<file path="config.mk">
export PLATFORM = sky130hd
export DESIGN_NAME = pret_result_buf
export DESIGN_NICKNAME = d
export VERILOG_FILES = /design/src/rtl/pret_pkg.sv /design/src/rtl/sync_fifo.sv /design/src/rtl/pret_result_buf.sv
export SDC_FILE = /design/constraint.sdc
export NUM_CORES = 1
export LEC_CHECK = 0
export BUFFER_PORTS_ARGS = -buffer_cell sky130_fd_sc_hd__clkbuf_2
export CORE_MARGIN = 2
export CORE_UTILIZATION = 30
export CTS_CLUSTER_SIZE = 12
export DETAILED_ROUTE_END_ITERATION = 8
export PLACE_DENSITY = 0.54
export SYNTH_ARGS = -nofsm -noshare
export SYNTH_HDL_FRONTEND = slang
export SYNTH_SLANG_ARGS = --single-unit
</file>
<file path="constraint.sdc">
create_clock -name clk -period 2.6 [get_ports clk]
set_clock_uncertainty 0.1 [all_clocks]
set_input_delay 0.13 -clock clk [delete_from_list [all_inputs] [get_ports clk]]
set_output_delay 0.13 -clock clk [all_outputs]
set_load 0.005 [all_outputs]
</file>
<file path="src/rtl/pret_pkg.sv">
// pret_pkg: shared widths, capture FSM states and the result rounding helper for pret and its result buffer
package pret_pkg;
  localparam int PRET_W = 6;
  localparam int PRET_N = 2;
  localparam int PRET_NC = 1;
  localparam int PRET_TW = PRET_W * PRET_N + PRET_NC;
  localparam int PRET_OW = 6;
  localparam int PRET_DEPTH = 4;
  localparam int PRET_CW = 16;
  typedef enum logic [1:0] {IDLE, RUN, HOLD} pret_buf_state_e;
  // Round-half-up from tw to ow bits, saturating; one guard bit above 32 catches the carry-out.
  function automatic logic [31:0] round_sat(input logic [31:0] bz, input int unsigned tw, input int unsigned ow);
    logic [32:0] sum;
    logic [32:0] max_v;
    int unsigned s;
    s = tw - ow;
    max_v = (33'd1 << ow) - 33'd1;
    if (s == 0) return bz;
    sum = ({1'b0, bz} + (33'd1 << (s - 1))) >> s;
    return (sum > max_v) ? max_v[31:0] : sum[31:0];
  endfunction
endpackage

</file>
<file path="src/rtl/sync_fifo.sv">
// sync_fifo: first-word-fall-through FIFO
// ports: push_i/data_i write side (ignored when full unless popping), ready_i pops the head when valid_o,
//        data_o head (0 when empty), full_o, level_o occupancy; async active-low rst_n clears pointers and level
module sync_fifo #(
  parameter int WIDTH = 8,
  parameter int DEPTH = 4
) (
  input  logic                     clk,
  input  logic                     rst_n,
  input  logic                     push_i,
  input  logic [WIDTH-1:0]         data_i,
  input  logic                     ready_i,
  output logic                     valid_o,
  output logic                     full_o,
  output logic [WIDTH-1:0]         data_o,
  output logic [$clog2(DEPTH):0]   level_o
);
  localparam int AW = $clog2(DEPTH);
  logic [WIDTH-1:0] mem_q [DEPTH];
  logic [AW-1:0] wr_q, wr_d, rd_q, rd_d;
  logic [AW:0] level_q, level_d;
  logic wr_en, rd_en;
  assign valid_o = level_q != '0;
  assign full_o = level_q == (AW+1)'(DEPTH);
  assign rd_en = valid_o & ready_i;
  // a full FIFO still accepts when the head leaves in the same cycle
  assign wr_en = push_i & (~full_o | rd_en);
  assign data_o = valid_o ? mem_q[rd_q] : '0;
  assign level_o = level_q;
  always_comb begin
    wr_d = wr_en ? wr_q + AW'(1) : wr_q;
    rd_d = rd_en ? rd_q + AW'(1) : rd_q;
    level_d = level_q + (AW+1)'(wr_en) - (AW+1)'(rd_en);
  end
  always_ff @(posedge clk) begin
    if (wr_en) mem_q[wr_q] <= data_i;
  end
  always_ff @(posedge clk or negedge rst_n) begin
    if (!rst_n) begin
      wr_q <= '0;
      rd_q <= '0;
      level_q <= '0;
    end else begin
      wr_q <= wr_d;
      rd_q <= rd_d;
      level_q <= level_d;
    end
  end
endmodule

</file>
<file path="src/rtl/pret_result_buf.sv">
// pret_result_buf: captures each finished pret run as {rounded Bz, run length} into a drainable FIFO
// ports: start_i marks a run start, done_i/bz_i from pret, out_valid_o/out_ready_i/out_val_o/out_cycles_o head handshake,
//        overflow_o sticky drop flag, level_o occupancy; async active-low rst_n
module pret_result_buf import pret_pkg::*; #(
  parameter int TW = PRET_TW,
  parameter int OW = PRET_OW,
  parameter int DEPTH = PRET_DEPTH,
  parameter int CW = PRET_CW
) (
  input  logic                     clk,
  input  logic                     rst_n,
  input  logic                     start_i,
  input  logic                     done_i,
  input  logic [TW-1:0]            bz_i,
  output logic                     out_valid_o,
  input  logic                     out_ready_i,
  output logic [OW-1:0]            out_val_o,
  output logic [CW-1:0]            out_cycles_o,
  output logic                     overflow_o,
  output logic [$clog2(DEPTH):0]   level_o
);
  pret_buf_state_e state_q, state_d;
  logic [CW-1:0] cnt_q, cnt_d, cycles;
  logic done_q, overflow_q, overflow_d, push, full;
  logic [OW-1:0] rnd;
  logic [OW+CW-1:0] head;
  assign push = (state_q == RUN) & done_i & ~done_q;
  assign cycles = (cnt_q == '1) ? cnt_q : cnt_q + CW'(1);
  assign rnd = OW'(round_sat(32'(bz_i), TW, OW));
  // start wins over capture for the next state; the capture itself still uses the old count
  always_comb begin
    state_d = start_i ? RUN : push ? HOLD : state_q;
    cnt_d = start_i ? '0 : (state_q == RUN && cnt_q != '1) ? cnt_q + CW'(1) : cnt_q;
    overflow_d = overflow_q | (push & full & ~(out_valid_o & out_ready_i));
  end
  always_ff @(posedge clk or negedge rst_n) begin
    if (!rst_n) begin
      state_q <= IDLE;
      cnt_q <= '0;
      done_q <= 1'b0;
      overflow_q <= 1'b0;
    end else begin
      state_q <= state_d;
      cnt_q <= cnt_d;
      done_q <= done_i;
      overflow_q <= overflow_d;
    end
  end
  sync_fifo #(.WIDTH(OW + CW), .DEPTH(DEPTH)) u_fifo (
    .clk     (clk),
    .rst_n   (rst_n),
    .push_i  (push),
    .data_i  ({rnd, cycles}),
    .ready_i (out_ready_i),
    .valid_o (out_valid_o),
    .full_o  (full),
    .data_o  (head),
    .level_o (level_o)
  );
  assign out_val_o = head[OW+CW-1:CW];
  assign out_cycles_o = head[CW-1:0];
  assign overflow_o = overflow_q;
endmodule

</file>
# Word level (Yosys, flattened, before mapping)
# Memories as Yosys holds them, arrays and structs flattened.
# Cells that the tools add are included.
# totals
mem_bits_rw	88
regBits	27
wordCells	43
latch_bits	0
romBits	0
mem_count	1
# mem_list
name	depth	word_bits	rd	rd_ports_with_merged_regs	write_ports	line	rtl
u_fifo.mem_q	4	22	1	0	1	sync_fifo.sv:19	logic [WIDTH-1:0] mem_q [DEPTH];
# op_classes
bitwise	11
div_mod_pow	0
eq_ne	4
magnitude_cmp	1
n_mux	9
n_mul	0
add_sub_neg	6
shift	0
n_reduce_logical	4
# op_table
cell	count
$mux W16	3
$mux W22	1
$add A16 B1 Y16 const B	1
$eq A16 B16 Y1 const B	1
$ne A16 B16 Y1 const B	1
$add A13 B7 Y14 const B	1
$gt A7 B6 Y1 const B	1
$and A1 B1 Y1	6
$mux W6	1
$add A2 B1 Y2 const B	2
$mux W2	2
$reduce_bool A2 Y1	2
$add A3 B1 Y3	1
$eq A3 B3 Y1 const B	1
$not A1 Y1	3
$reduce_bool A3 Y1	1
$sub A3 B1 Y3	1
$eq A2 B1 Y1 const B	1
$mux W1	2
$or A1 B1 Y1	2
$logic_and A1 B1 Y1	1

# Depth between registers and ports, before layout
# logic_depth
word_depth	6
ltp_mapped	9

# Hierarchy
# Synthesis repeated with hierarchy kept, for this count alone.
# unflattened
cells_unflattened	339
hier_area_um2	5187.5
# by_module_without_submodules
mod	n_inst	seq_area_each_um2	cells_per_inst	area_per_inst_um2
sync_fifo	1	2817.7	176	3808.7
pret_result_buf	1	500.5	163	1378.8

# Least setup slack after synthesis
# No wires, ideal clock.
# synth_timing
path_kind	register -> register
from	register u_fifo.level_q[1] (netlist: u_fifo.level_o[1])
to	register u_fifo.level_q[2] (netlist: u_fifo.level_o[2])
t_arrival_ns	2.142
stages_incl_launch_ff	10
setup_ns	0.127
path_slack_ns	0.231
required_ns	2.373
cell_sequence	dfrtp_1 or3_1 and2_1 ha_1 inv_1 ha_1 inv_1 fa_1 xnor2_1 xnor2_1
# synth_between
elab_chain_cells	6
elab_cells_between_ends	8
cone_classes	add/sub: 2; eq/ne: 1; bitwise: 4; reduce/logical: 1
# synth_rtl
element	line	rtl
start: declaration	sync_fifo.sv:21	logic [AW:0] level_q, level_d;
start signal: assignment	sync_fifo.sv:46	level_q <= level_d;
$reduce_bool A3 Y1 / $eq A3 B3 Y1 (equally long branches)	sync_fifo.sv:23, sync_fifo.sv:24	
$and A1 B1 Y1 / $not A1 Y1 (equally long branches)	sync_fifo.sv:25, sync_fifo.sv:27	
$or A1 B1 Y1	sync_fifo.sv:27	assign wr_en = push_i & (~full_o | rd_en);
$and A1 B1 Y1	sync_fifo.sv:27	
$add A3 B1 Y3	sync_fifo.sv:33	level_d = level_q + (AW+1)'(wr_en) - (AW+1)'(rd_en);
$sub A3 B1 Y3 *	sync_fifo.sv:33	
net u_fifo.level_d[2]	sync_fifo.sv:21	
# Mark *: on every way through the listed nets, which the timed path passes. The rest lies on a longest branch.
# A chain may end at the register's enable or synchronous reset.

# Final worst setup path
# layout_timing
from	register u_fifo.level_q[0] (netlist: u_fifo.level_o[0])
to	register u_fifo.level_q[2] (netlist: u_fifo.level_o[2])
# Same word-level chain as after synthesis.

==> impl_metrics.ini <==
[job]
drv_cap = 0

[power_and_ir_drop]
p_per_area_mw_per_mm2 = 972
leakagePower_nw = 2.34
internal_power_w = 0.00458
p_clk_share_pct = 38.3
max-vdd-ir-drop_uv = 465
power_switching_w = 0.00156
pwr-share-comb_pct = 24.8
sw_frac_of_total_pct = 25.4
pwr-share-seq_pct = 36.9

[timing]
maxSlewViolCount = 0
fmaxAchievable_ghz = 0.422
rsz0062_at_grt = false
hold_viol_final = 0
fin_setup_tns_ns = 0
fin_crit_sh_pct = 91.1
maxSlewHeadroom_pct = 44.4
finalCriticalPeriod_ns = 2.37
setup_viol = 0
worstMarginPinSlew_ns = 0.835

[worst_setup_path]
crit_type = reg -> reg
critPathMaxStageDelay_ns = 0.40
path_max_fanout = 4
r2r_cells = 9
arrival_ns = 2.60
required_ns = 2.83
crit_slowest_cell = dfrtp_1
critPathLaunchType = register
worstPathCellList = or3_1, and2_1, ha_1, inv_1, ha_1, inv_1, fa_1, xnor2_1, xnor2_1
endpoint_kind = register

[synth]
ys_warn_count = 0
ys_ff_latch = 115
syn_area_mm2 = 0.00519
avgSynthCellArea_um2 = 14.8
synth.top_cell.area_share_pct = 50.9
synth-edff-count = 88
synth_area_leader_cell = edfxtp_1
synth-seq-area-share_pct = 63.9
synth_nets = 378
ys_types = 46
postSynthCellCount = 351
ys_top_cells_by_area = edfxtp_1 51%, dfrtp_1 13%, mux4_2 9.5%, and2_1 3.3%, nand2_1 2.1%
async_reset_ff_share_pct = 23.5
ys.flop_type = edfxtp_1

[final_layout]
syn2layout_area_growth_pct = 21.7
multi_input_area_mm2 = 0.00174
fin_nets = 432
stdcell_area_mm2 = 0.00631
drive_gt1_share_pct = 25.4
fillers = 1625
final-seq-area_mm2 = 0.00332
diodes = 0

[routing]
drt_iter0_drc = 177
firstDrtPassIters = 4
postRouteWirelength_mm = 9.86
drc = 0
avgRoutedWirePerCell_um = 15.3
viasPerCell = 4.75
drtAntennaViolNets = 0
vias = 3052

[floorplanning]
die_area_mm2 = 0.0184
die_w_um = 136
pin_count = 45
die_h_um = 136
start_util_pct = 30.3
coreArea_mm2 = 0.0171
num_rows = 48

[grt]
grt_pass1_wl_mm = 16.0
grt_max_degree = 28
antenna_found_initial = 0
grt_pass1_vias = 3098
gr-total-overflow = 0
track_usage_pct = 11.6

[clocking]
clkTransAtPathRegs_ns = 0.05
clock_latency_ns = 0.40
cts-root-buf = clkbuf_16
htree_num_levels = 4
cts_sinks = 115
cts.path.max_buffers = 2
cts_buffers = 17
cts_tree = yes
cts_resized = 0

[placed_design]
gp_routability_congestion = 0.757
place_area_mm2 = 0.00568
io_buffers = 38
dp.final_hpwl_mm = 6.30

[worst_hold_path]
hold_class = in -> reg
hold_depth = 2

[status]
status = completed
cells in the final DEF (no fill, tap or decap), types with 4 or more instances in the layout:
cell type and instances:
a21oi_1 15, xnor2_1 10, or3_1 6, buf_4 13, nand2_1 29, clkbuf_2 38, bufinv_16 4, dfrtp_1 27
ha_1 8, edfxtp_1 88, nor2_1 6, and2_1 27, xor2_1 11, mux4_2 22, and4_1 4, nand4_1 4
o31ai_1 9, inv_1 9, nand3_1 13, clkbuf_1 4, clkbuf_16 17, or4_1 9
metal layers:
metal	GRT usage, %	wire length [um]
met3	3.40	446
met2	18.3	4620
met1	14.9	4620
met5	0	0
met4	5.21	177
kinds of logic (layout without fill, tap and decap cells):
group                      after synthesis  in the layout  share of synthesized area [%]
buffers and inverters                   29             96                           2.46
muxes                                   25             25                           10.2
DFF                                    115            115                           63.9
xor gates and xnor gates                21             21                           3.54
AOI/OAI and AO/OA                       36             36                           4.49
and+or+nand+nor                        116            116                           13.0
adders and majority gates                9              9                           2.32
stage by stage:
| stage | hold WS [ns] | util (%) | instances | power, W | setup slack (ns) |
|---|---|---|---|---|---|
| after floorplan | -0.266 | - | 351 | 0.00327 | 0.231 |
| after detailed placement | 0.128 | 33.2 | 608 | 0.00389 | 0.224 |
| after global placement | 0.112 | 33.2 | 608 | 0.00384 | 0.278 |
| after CTS | 0.0233 | 36.9 | 643 | 0.00625 | 0.212 |
| final | 0.0420 | 36.9 | 643 | 0.00614 | 0.231 |
| after global routing | 0.0488 | 36.9 | 643 | 0.00647 | 0.0853 |
synthesized netlist by cell type, drive strengths merged (3+ instances only):
cell type  number
edfxtp         88
nand2          29
and2           27
dfrtp          27
mux4           22
a21oi          15
clkbuf         13
nand3          13
xor2           11
xnor2          10
inv             9
o31ai           9
or4             9
ha              8
buf             7
nor2            6
or3             6
nand4           5
and4            4
nor4            4
mux2            3
o21ai           3
worst paths after layout:
check | from | end | slack, ns
worst min register to register | overflow_o$_DFF_PN0_ | overflow_o$_DFF_PN0_ | 0.36
worst max-delay path | u_fifo.level_o[0]$_DFF_PN0_ | u_fifo.level_o[2]$_DFF_PN0_ | 0.23
max in group asynchronous | rst_n | cnt_q[11]$_DFFE_PN0P_ | 1.71
worst max register to register | u_fifo.level_o[0]$_DFF_PN0_ | u_fifo.level_o[2]$_DFF_PN0_ | 0.23
min in group asynchronous | rst_n | u_fifo.level_o[2]$_DFF_PN0_ | 0.22
worst min-delay path | bz_i[11] | u_fifo.mem_q[1][20]$_DFFE_PP_ | 0.04
cell type report:
type / instances / share of cell area (%)
tap: 225 / 4.46
timing repair buffer: 55 / 5.35
clock inverter: 11 / 2.54
sequential: 115 / 52.5
clock buffer: 21 / 6.97
multi-input combinational: 207 / 27.6
inverter: 9 / 0.535
critical path: cells and delay by family (launching register included):
family	cells	cell delay (ns)
fa+ha+maj	3	0.78
simple gates	2	0.60
flops	1	0.40
xor+xnor	2	0.31
buf+inv	2	0.11
state kept, by name, indices dropped and copies added, names as in the netlist:
name / cells
u_fifo.mem_q: 88
cnt_q: 16
u_fifo.level_o: 3
state_q: 2
u_fifo.rd_q: 2
u_fifo.wr_q: 2
done_q: 1
overflow_o: 1
repair_timing:
item                                   in CTS  in global routing
buffers inserted                            0                  0
endpoints found under the hold margin      30                  0
hold buffers                                3                  0
power by group through the flow:
stage / Combinational [W] / Clock (W) / Sequential, W
after CTS: 0.00159 / 0.00239 / 0.00227
final: 0.00152 / 0.00235 / 0.00226
after detailed placement: 0.00159 / 0 / 0.00230
after floorplan: 0.000981 / 0 / 0.00229
after global placement: 0.00156 / 0 / 0.00229
after global routing: 0.00171 / 0.00248 / 0.00228
Power figures use the tool's default switching activity.
